===== src/rtl/div_sequencer.sv =====
// div_sequencer: issue stage in front of the shift/add divider controller.
// It accepts an operand pair, holds it for the datapath, pulses start, and
// waits for the controller's done. It then returns the quotient and remainder
// over a valid/ready handshake. A watchdog turns a missing done into a
// timeout response.
// Optional build macro: DIV_SEQ_ZERO_BYPASS_EN. When it is defined, a zero
// divisor is answered directly without running the divider.

module div_sequencer #(
    parameter int WIDTH          = 8,
    parameter int START_CYCLES   = 1,
    parameter int TIMEOUT_CYCLES = 24
) (
    input  logic             clk,
    input  logic             reset,
    input  logic             in_valid,
    output logic             in_ready,
    input  logic [WIDTH-1:0] in_dividend,
    input  logic [WIDTH-1:0] in_divisor,
    output logic [WIDTH-1:0] op_dividend,
    output logic [WIDTH-1:0] op_divisor,
    output logic             start,
    input  logic             done,
    input  logic [WIDTH-1:0] dp_quotient,
    input  logic [WIDTH-1:0] dp_remainder,
    output logic             out_valid,
    input  logic             out_ready,
    output logic [WIDTH-1:0] out_quotient,
    output logic [WIDTH-1:0] out_remainder,
    output logic             out_divzero,
    output logic             out_timeout,
    output logic             busy
);

    typedef enum logic [1:0] {
        ST_IDLE  = 2'd0,
        ST_START = 2'd1,
        ST_RUN   = 2'd2,
        ST_RESP  = 2'd3
    } state_t;

    // The last count value of each phase. The counters start at zero on entry.
    localparam logic [3:0] START_LAST = 4'(START_CYCLES - 1);
    localparam logic [7:0] WDOG_LAST  = 8'(TIMEOUT_CYCLES - 1);

    state_t           state_r;
    state_t           next_state_s;
    logic [3:0]       start_cnt_r;
    logic [7:0]       wdog_r;
    logic [WIDTH-1:0] op_dividend_r;
    logic [WIDTH-1:0] op_divisor_r;
    logic [WIDTH-1:0] out_quotient_r;
    logic [WIDTH-1:0] out_remainder_r;
    logic             out_divzero_r;
    logic             out_timeout_r;

    logic             accept_s;
    logic             zero_div_s;
    logic             start_last_s;
    logic             wdog_last_s;
    logic             in_ready_s;
    logic             start_s;
    logic             out_valid_s;
    logic             busy_s;

    // Qualifiers shared by the FSM and the datapath registers.
    always_comb begin
        accept_s     = in_valid && (state_r == ST_IDLE);
        start_last_s = (start_cnt_r == START_LAST);
        wdog_last_s  = (wdog_r == WDOG_LAST);
`ifdef DIV_SEQ_ZERO_BYPASS_EN
        zero_div_s   = (in_divisor == {WIDTH{1'b0}});
`else
        zero_div_s   = 1'b0;
`endif
    end

    // State register.
    always_ff @(posedge clk) begin
        if (reset) begin
            state_r <= ST_IDLE;
        end else begin
            state_r <= next_state_s;
        end
    end

    // Next-state logic. A done on the final watchdog cycle wins over the timeout.
    always_comb begin
        next_state_s = state_r;
        case (state_r)
            ST_IDLE: begin
                if (accept_s) begin
                    if (zero_div_s) begin
                        next_state_s = ST_RESP;
                    end else begin
                        next_state_s = ST_START;
                    end
                end else begin
                    next_state_s = ST_IDLE;
                end
            end
            ST_START: begin
                if (start_last_s) begin
                    next_state_s = ST_RUN;
                end else begin
                    next_state_s = ST_START;
                end
            end
            ST_RUN: begin
                if (done || wdog_last_s) begin
                    next_state_s = ST_RESP;
                end else begin
                    next_state_s = ST_RUN;
                end
            end
            ST_RESP: begin
                if (out_ready) begin
                    next_state_s = ST_IDLE;
                end else begin
                    next_state_s = ST_RESP;
                end
            end
            default: begin
                next_state_s = ST_IDLE;
            end
        endcase
    end

    // Handshake and control outputs, decoded only from registered state.
    always_comb begin
        in_ready_s  = 1'b0;
        start_s     = 1'b0;
        out_valid_s = 1'b0;
        busy_s      = 1'b1;
        case (state_r)
            ST_IDLE: begin
                in_ready_s = 1'b1;
                busy_s     = 1'b0;
            end
            ST_START: begin
                start_s = 1'b1;
            end
            ST_RUN: begin
                start_s = 1'b0;
            end
            ST_RESP: begin
                out_valid_s = 1'b1;
            end
            default: begin
                busy_s = 1'b1;
            end
        endcase
    end

    // Start-length counter and RUN watchdog. Each is cleared on entry to its phase.
    always_ff @(posedge clk) begin
        if (reset) begin
            start_cnt_r <= 4'd0;
            wdog_r      <= 8'd0;
        end else begin
            if (accept_s) begin
                start_cnt_r <= 4'd0;
            end else if ((state_r == ST_START) && !start_last_s) begin
                start_cnt_r <= start_cnt_r + 4'd1;
            end else begin
                start_cnt_r <= start_cnt_r;
            end

            if ((state_r == ST_START) && start_last_s) begin
                wdog_r <= 8'd0;
            end else if (state_r == ST_RUN) begin
                wdog_r <= wdog_r + 8'd1;
            end else begin
                wdog_r <= wdog_r;
            end
        end
    end

    // Operand latch on accept; result capture on done or watchdog expiry.
    always_ff @(posedge clk) begin
        if (reset) begin
            op_dividend_r   <= {WIDTH{1'b0}};
            op_divisor_r    <= {WIDTH{1'b0}};
            out_quotient_r  <= {WIDTH{1'b0}};
            out_remainder_r <= {WIDTH{1'b0}};
            out_divzero_r   <= 1'b0;
            out_timeout_r   <= 1'b0;
        end else if (accept_s) begin
            op_dividend_r <= in_dividend;
            op_divisor_r  <= in_divisor;
            out_timeout_r <= 1'b0;
            if (zero_div_s) begin
                out_divzero_r   <= 1'b1;
                out_quotient_r  <= {WIDTH{1'b1}};
                out_remainder_r <= in_dividend;
            end else begin
                out_divzero_r <= 1'b0;
            end
        end else if (state_r == ST_RUN) begin
            if (done) begin
                out_quotient_r  <= dp_quotient;
                out_remainder_r <= dp_remainder;
            end else if (wdog_last_s) begin
                out_timeout_r   <= 1'b1;
                out_quotient_r  <= {WIDTH{1'b0}};
                out_remainder_r <= {WIDTH{1'b0}};
            end else begin
                out_quotient_r  <= out_quotient_r;
                out_remainder_r <= out_remainder_r;
            end
        end else begin
            op_dividend_r <= op_dividend_r;
            op_divisor_r  <= op_divisor_r;
        end
    end

    assign in_ready      = in_ready_s;
    assign start         = start_s;
    assign out_valid     = out_valid_s;
    assign busy          = busy_s;
    assign op_dividend   = op_dividend_r;
    assign op_divisor    = op_divisor_r;
    assign out_quotient  = out_quotient_r;
    assign out_remainder = out_remainder_r;
    assign out_divzero   = out_divzero_r;
    assign out_timeout   = out_timeout_r;

endmodule


===== config.mk =====
export PLATFORM = sky130hd
export DESIGN_NAME = div_sequencer
export DESIGN_NICKNAME = d
export VERILOG_FILES = /design/src/rtl/div_sequencer.sv
export SDC_FILE = /design/constraint.sdc
export NUM_CORES = 1
export LEC_CHECK = 0
export CORE_AREA = 4 4 67 69
export CTS_BUF_LIST = sky130_fd_sc_hd__clkbuf_8
export DETAILED_ROUTE_END_ITERATION = 6
export DIE_AREA = 0 0 71 73
export HOLD_SLACK_MARGIN = 0.05
export PLACE_DENSITY = 0.84
export SETUP_SLACK_MARGIN = 0.2
export SLEW_MARGIN = 10
export SYNTH_ARGS = -nofsm -noshare
export SYNTH_HDL_FRONTEND = slang
export SYNTH_SLANG_ARGS = --single-unit
export TNS_END_PERCENT = 50

===== constraint.sdc =====
create_clock -name clk -period 3.9 [get_ports clk]
set_clock_uncertainty 0.1 [all_clocks]
set_input_delay 0.78 -clock clk [delete_from_list [all_inputs] [get_ports clk]]
set_output_delay 0.78 -clock clk [all_outputs]
set_load 0.02 [all_outputs]

==> metrics, run 1 <==
status=finished, final reports clean; GP Congestion=0.771; mean post-synth cell area=10.8 µm²; Final Critical Period=2660 ps; vias per cell=4.93; TritonCTS clock tree=yes; antenna viol nets, final=0; grt ovf=0; HP Class=register to register; post-synth cell types=32; Vias=1389; Worst-path clk slew=roughly 80 ps; final setup vio count=0; Seq/Total Area, Yosys=a little over half; asr flop ratio synth=0%; M2 GR Usage=26.3%; CP arrival=1780 ps; hold path endpoint=out_timeout; setup ws final=1240 ps; Yosys top cell area share=54.9%; cell count after synthesis=approximately 160; normalized max-slew margin=53.2%; Syn-to-layout area delta=50.3%; WL final=3.91 mm; Core Box Area=slightly below 4000 µm²; initial core utilization=43.8%; worst hold start=out_timeout; critical path peak fanout=8; Warnings, synthesis=0; Die Area=a little over 5000 µm²; layout cell share with drive strength beyond 1=5.60%; cells along the critical path=nor2b_1 -> clkdlybuf4s50_1; DP HPWL=roughly 2.9 mm; Synth area leader=dfxtp_1; Die Y=73 µm; Synth top cells by count=47 x dfxtp_1, 33 x a22o_1, 16 x nor2_1; GR Util met1=16.6%; Mapped Area=1710 µm²; fmax=between 300 and 400 MHz; hold_buf cts=0; layout net count=271; Post-CTS Setup Inserts=0; Worst Hold Depth=1; most numerous cell in the Yosys netlist=dfxtp_1; final-layout fill cell count=326; Seq cells post-synth=47; origin of the critical flop-to-flop path=wdog_r[0]; final hold viol count=0; floorplan row count=23; leakage=0.000967 µW; slowest stage delay, CP=680 ps; number of global-route vias before repair=1352; GR Util met3=5.23%; Pins Over Slew Limit=0; top cells by area, synth=dfxtp_1 55%, a22o_1 17%, nor2_1 3.5%; worst-skew pair later-pin latency=290 ps; CTS Buf Count=5; critical-path cell with the highest stage delay=clkdlybuf4s50_1; critical path capture point type=output pin; unrepaired setup endpoints after global routing=false; initial antenna violation count=0; Post-synth EDFFs=0; syn_nets=approximately 200; max cap viols=0; reg2reg end=out_quotient[2]; Port-buffer cells=73; DRC viols=0; Critical Path Start Type=register; r2r setup slk=2060 ps; Required @ worst endpoint=3020 ps; Post-synth top flop=dfxtp_1; clock root cell=clkbuf_8; Worst-Margin Slew=702 ps; gr usage total=15.3%; GRT Max-Usage Layer=met2; Routed wire per std cell=13.8 µm; Initial DRC Count=29; ANT cells=0; worst vdd ir=around 280 µV; DRT Pass-1 Iters=4; Bufs on Longest Clock Path=2; first-pass GRT wire length=a little over 6 mm; Resized cells post-CTS=0; Pwr Density=~430 nW/µm²; largest net degree at the start of global routing=18; # clock sinks=47; period utilization=about 70%; final setup TNS=0 ps; H-tree depth=2; PnR Total Power=1110 µW; I/O Pins=75; cells on worst reg2reg path=5; critical path type=register to output pin; dpl ws=1470 ps; die width=about 71 µm
## routing by layer
layer	vias to the layer above	share of wire [%]
met3	6	6.0
met1	635	42
met5	-	0
li1	704	-
met2	44	50
met4	0	1.9
## cell families after synthesis
kind of cell,after synthesis,share of synthesized area [%]
compound gates,39,19.1
xor+xnor,9,4.60
fa+ha+maj,3,2.19
buf+inv,11,3.73
flops,47,54.9
mux,2,1.17
other cells,1,0.219
simple gates,47,14.0
## critical path, delay by kind of cell (launching register included)
kind / cells / cell delay [ps]
and+or+nand+nor: 1 / 370
DFF: 1 / 440
buffers and inverters: 1 / 680
## sequential cells by signal, indices dropped and copies added (netlist names)
signal         flops
out_remainder      8
op_divisor         8
out_quotient       8
start_cnt_r        4
op_dividend        8
state_r            2
wdog_r             8
out_timeout        1
## power breakdown
group	switching [µW]	internal, µW	leakage, µW
Sequential	19.3	508	0.000382
Clock	160	211	0.0000618
Combinational	99.0	110	0.000523
Total	278	829	0.000967
## area by class of cell
type / count / area, µm² / share of cell area [%]
Clock inverter: 2 / 38.8 / 1.51
Tap cell: 50 / 62.6 / 2.43
Sequential cell: 47 / 941 / 36.5
Clock buffer: 6 / 82.6 / 3.21
Timing Repair Buffer: 73 / 731 / 28.4
Inverter: 3 / 11.3 / 0.437
Multi-Input combinational cell: 101 / 708 / 27.5
## stage by stage
step	cell area, µm²	std cells	hold WS (ps)	util [%]
5_1_grt	2570	282	401	65.8
2_1_floorplan	1710	159	358	-
6_report	2570	282	373	65.8
3_3_place_gp	2450	274	353	62.7
4_1_cts	2570	282	379	65.8
3_5_place_dp	2450	274	356	62.7
## cell usage in the layout (no fill, tap or decap), types with 2 or more instances in the layout
cell type	n
ha_1	3
nand2_1	11
nor2_1	16
nor3_1	2
nor3b_1	2
mux2i_1	2
inv_1	3
nand2b_1	2
a22o_1	33
xor2_1	4
nor2_2	2
dfxtp_1	47
a21oi_1	2
clkbuf_8	6
clkdlybuf4s50_1	73
xnor2_1	5
nor2b_1	2
nand4_1	3
## how the worst max path moves through the flow
stage | from | to | slack, ps | cells past startpoint
2_1_floorplan | state_r[1] | busy | 2010 | 2
3_3_place_gp | reset | out_quotient[2] | 1510 | 3
3_5_place_dp | reset | out_quotient[0] | 1470 | 3
4_1_cts | state_r[0] | start | 1220 | 2
5_1_grt | state_r[0] | start | 1090 | 2
6_report | state_r[0] | start | 1240 | 2
No activity file was read; power rests on OpenSTA's default activity.
==> inputs of run 2 (changes only) <==
--- a/config.mk
+++ b/config.mk
@@ -5,12 +5,12 @@
 export SDC_FILE = /design/constraint.sdc
 export NUM_CORES = 1
 export LEC_CHECK = 0
-export CORE_AREA = 4 4 67 69
+export CORE_AREA = 4 4 72 74
 export CTS_BUF_LIST = sky130_fd_sc_hd__clkbuf_8
 export DETAILED_ROUTE_END_ITERATION = 6
-export DIE_AREA = 0 0 71 73
+export DIE_AREA = 0 0 76 78
 export HOLD_SLACK_MARGIN = 0.05
-export PLACE_DENSITY = 0.84
+export PLACE_DENSITY = 0.77
 export SETUP_SLACK_MARGIN = 0.2
 export SLEW_MARGIN = 10
 export SYNTH_ARGS = -nofsm -noshare
==> constraint.sdc (replaced) <==
create_clock -name clk -period 2.4 [get_ports clk]
set_clock_uncertainty 0.1 [all_clocks]
set_input_delay 0.48 -clock clk [delete_from_list [all_inputs] [get_ports clk]]
set_output_delay 0.48 -clock clk [all_outputs]
set_load 0.02 [all_outputs]
==> metrics, run 2 (synthesis gave the netlist of run 1 again) <==
CP arrival=1520 ps (-260 ps); clock root cell=clkbuf_8; H-tree depth=2 (unchanged); GP Congestion=0.737 (-4.4%); origin of the critical flop-to-flop path=wdog_r[0]; Worst-path clk slew=80 ps (about the same); Routed wire per std cell=13.4 µm (-3.1%); vias per cell=4.83 (-2.0%); DRT Pass-1 Iters=4 (unchanged); Die Area=5930 µm² (+14%); grt ovf=0 (unchanged); Post-CTS Setup Inserts=0 (unchanged); WL met1=1.81 mm (+9.8%); normalized max-slew margin=58.4% (+5.2 points); Initial DRC Count=63 (+120%); max cap viols=0 (unchanged); initial antenna violation count=0 (unchanged); Final Critical Period=2100 ps; # clock sinks=47 (unchanged); HP Class=register to register; metal2 WL=1.68 mm (-14%); ANT cells=0 (unchanged); final setup TNS=0 ps (unchanged); I/O Pins=75 (unchanged); cells along the critical path=nor2_2 -> clkdlybuf4s50_1; worst vdd ir=332 µV (+20%); DP HPWL=2.84 mm (-0.60%); final setup vio count=0 (unchanged); worst-skew pair later-pin latency=290 ps (about the same); worst hold start=out_timeout; Pins Over Slew Limit=0 (unchanged); Core Box Area=4600 µm² (+17%); Required @ worst endpoint=1820 ps (-1200 ps); critical path type=register to output pin; most frequent cells in the layout=73 x clkdlybuf4s50_1, 45 x dfxtp_1, 33 x a22o_1; Critical Path Start Type=register; CP startpoint=state_r[1]; Port-buffer cells=73 (unchanged); DRC viols=0 (unchanged); first-pass GRT wire length=6.37 mm (+2.1%); period utilization=around 88%; number of global-route vias before repair=1358 (+0.44%); largest net degree at the start of global routing=18 (unchanged); leakage=0.000967 µW (about the same); critical path capture point type=output pin; antenna viol nets, final=0 (unchanged); status=finished, final reports clean; WHS=376 ps (+3.64 ps); initial core utilization=37.3% (-6.5 points); area of the multi-input gates=711 µm² (+0.35%); met3 WL=318 µm (+36%); Syn-to-layout area delta=50.9%; WL final=3.85 mm (-1.4%); commonest non-fill, non-tap cell in the layout=clkdlybuf4s50_1; CTS Buf Count=5 (unchanged); Pwr Density=685 nW/µm² (+59%); Die Y=78 µm (+6.8%); top routing layer used=met4; FF+latch area=943 µm² (+0.27%); critical-path cell with the highest stage delay=clkdlybuf4s50_1; final hold viol count=0 (unchanged); unrepaired setup endpoints after global routing=false; Worst-Margin Slew=623 ps (-78.6 ps); Bufs on Longest Clock Path=2 (unchanged); floorplan row count=25 (+8.7%); gr usage total=13.0% (-2.2 points); layout net count=273 (+0.74%); layout cell share with drive strength beyond 1=7.30% (+1.7 points); fmax=about 480 MHz; final-layout fill cell count=405 (+24%); TritonCTS clock tree=yes; Vias=1385 (-0.29%); Crit path buffers/inverters=1 (unchanged); slowest stage delay, CP=650 ps (-30 ps); die width=76 µm (+7.0%); Worst path top cell family by delay=buffers and inverters; critical path peak fanout=8 (unchanged)
run 2: cell types whose count changed in the layout (fill, tap and decap cells not counted):
| cell | delta |
|---|---|
| clkinvlp_4 | +1 |
| dfxtp_1 | -2 |
| dfxtp_2 | +2 |
| nor2_1 | -1 |
| inv_6 | -1 |
| clkbuf_8 | -1 |
| buf_4 | +2 |
| nor2_2 | +1 |
run 2: where the power goes:
group / total, µW / internal, µW / switching, µW
logic: 348 / 186 / 162
clock network: 563 / 304 / 259
registers: 859 / 826 / 32.6
run 2: final timing paths:
path         cells after the start          endpoint  slack [ps]
max                              2          in_ready         300
min                              1       out_timeout         380
max reg2reg                      5  out_remainder[4]         600
min reg2reg                      1       out_timeout         380
run 2: timing repair:
item	4_1_cts	5_1_grt
endpoints found under the setup margin	2	4
resized for setup	1	2
hold buffers	0	0
run 2: worst reg2reg max path, stage by stage (launching register included):
cell and delay (ps):
dfxtp_1 370, ha_1 170, and4b_1 250, nand3_2 110
and3b_1 380, a22o_1 310
run 2: layer usage:
layer	vias up	track usage [%]
met5	-	0
met4	0	3.20
met3	5	5.80
met2	51	20.4
met1	622	16.4
li1	707	-
run 2: through the flow:
stage / setup slack [ps] / util (%) / cell area, µm² / instances / power, µW
after floorplan: 732 / - / 1710 / 159 / 1040
after global routing: 205 / 56.2 / 2580 / 287 / 1840
after detailed placement: 338 / 53.8 / 2470 / 280 / 1220
after CTS: 183 / 56.2 / 2580 / 287 / 1780
final: 297 / 56.2 / 2580 / 287 / 1770
after global placement: 371 / 53.8 / 2470 / 280 / 1220
run 2: cell type report:
cell class	count	share of cell area (%)
tap	54	2.61
sequential	47	36.5
timing repair buffer	75	28.8
clock inverter	2	1.45
clock buffer	5	2.66
inverter	3	0.436
multi-input combinational	101	27.5
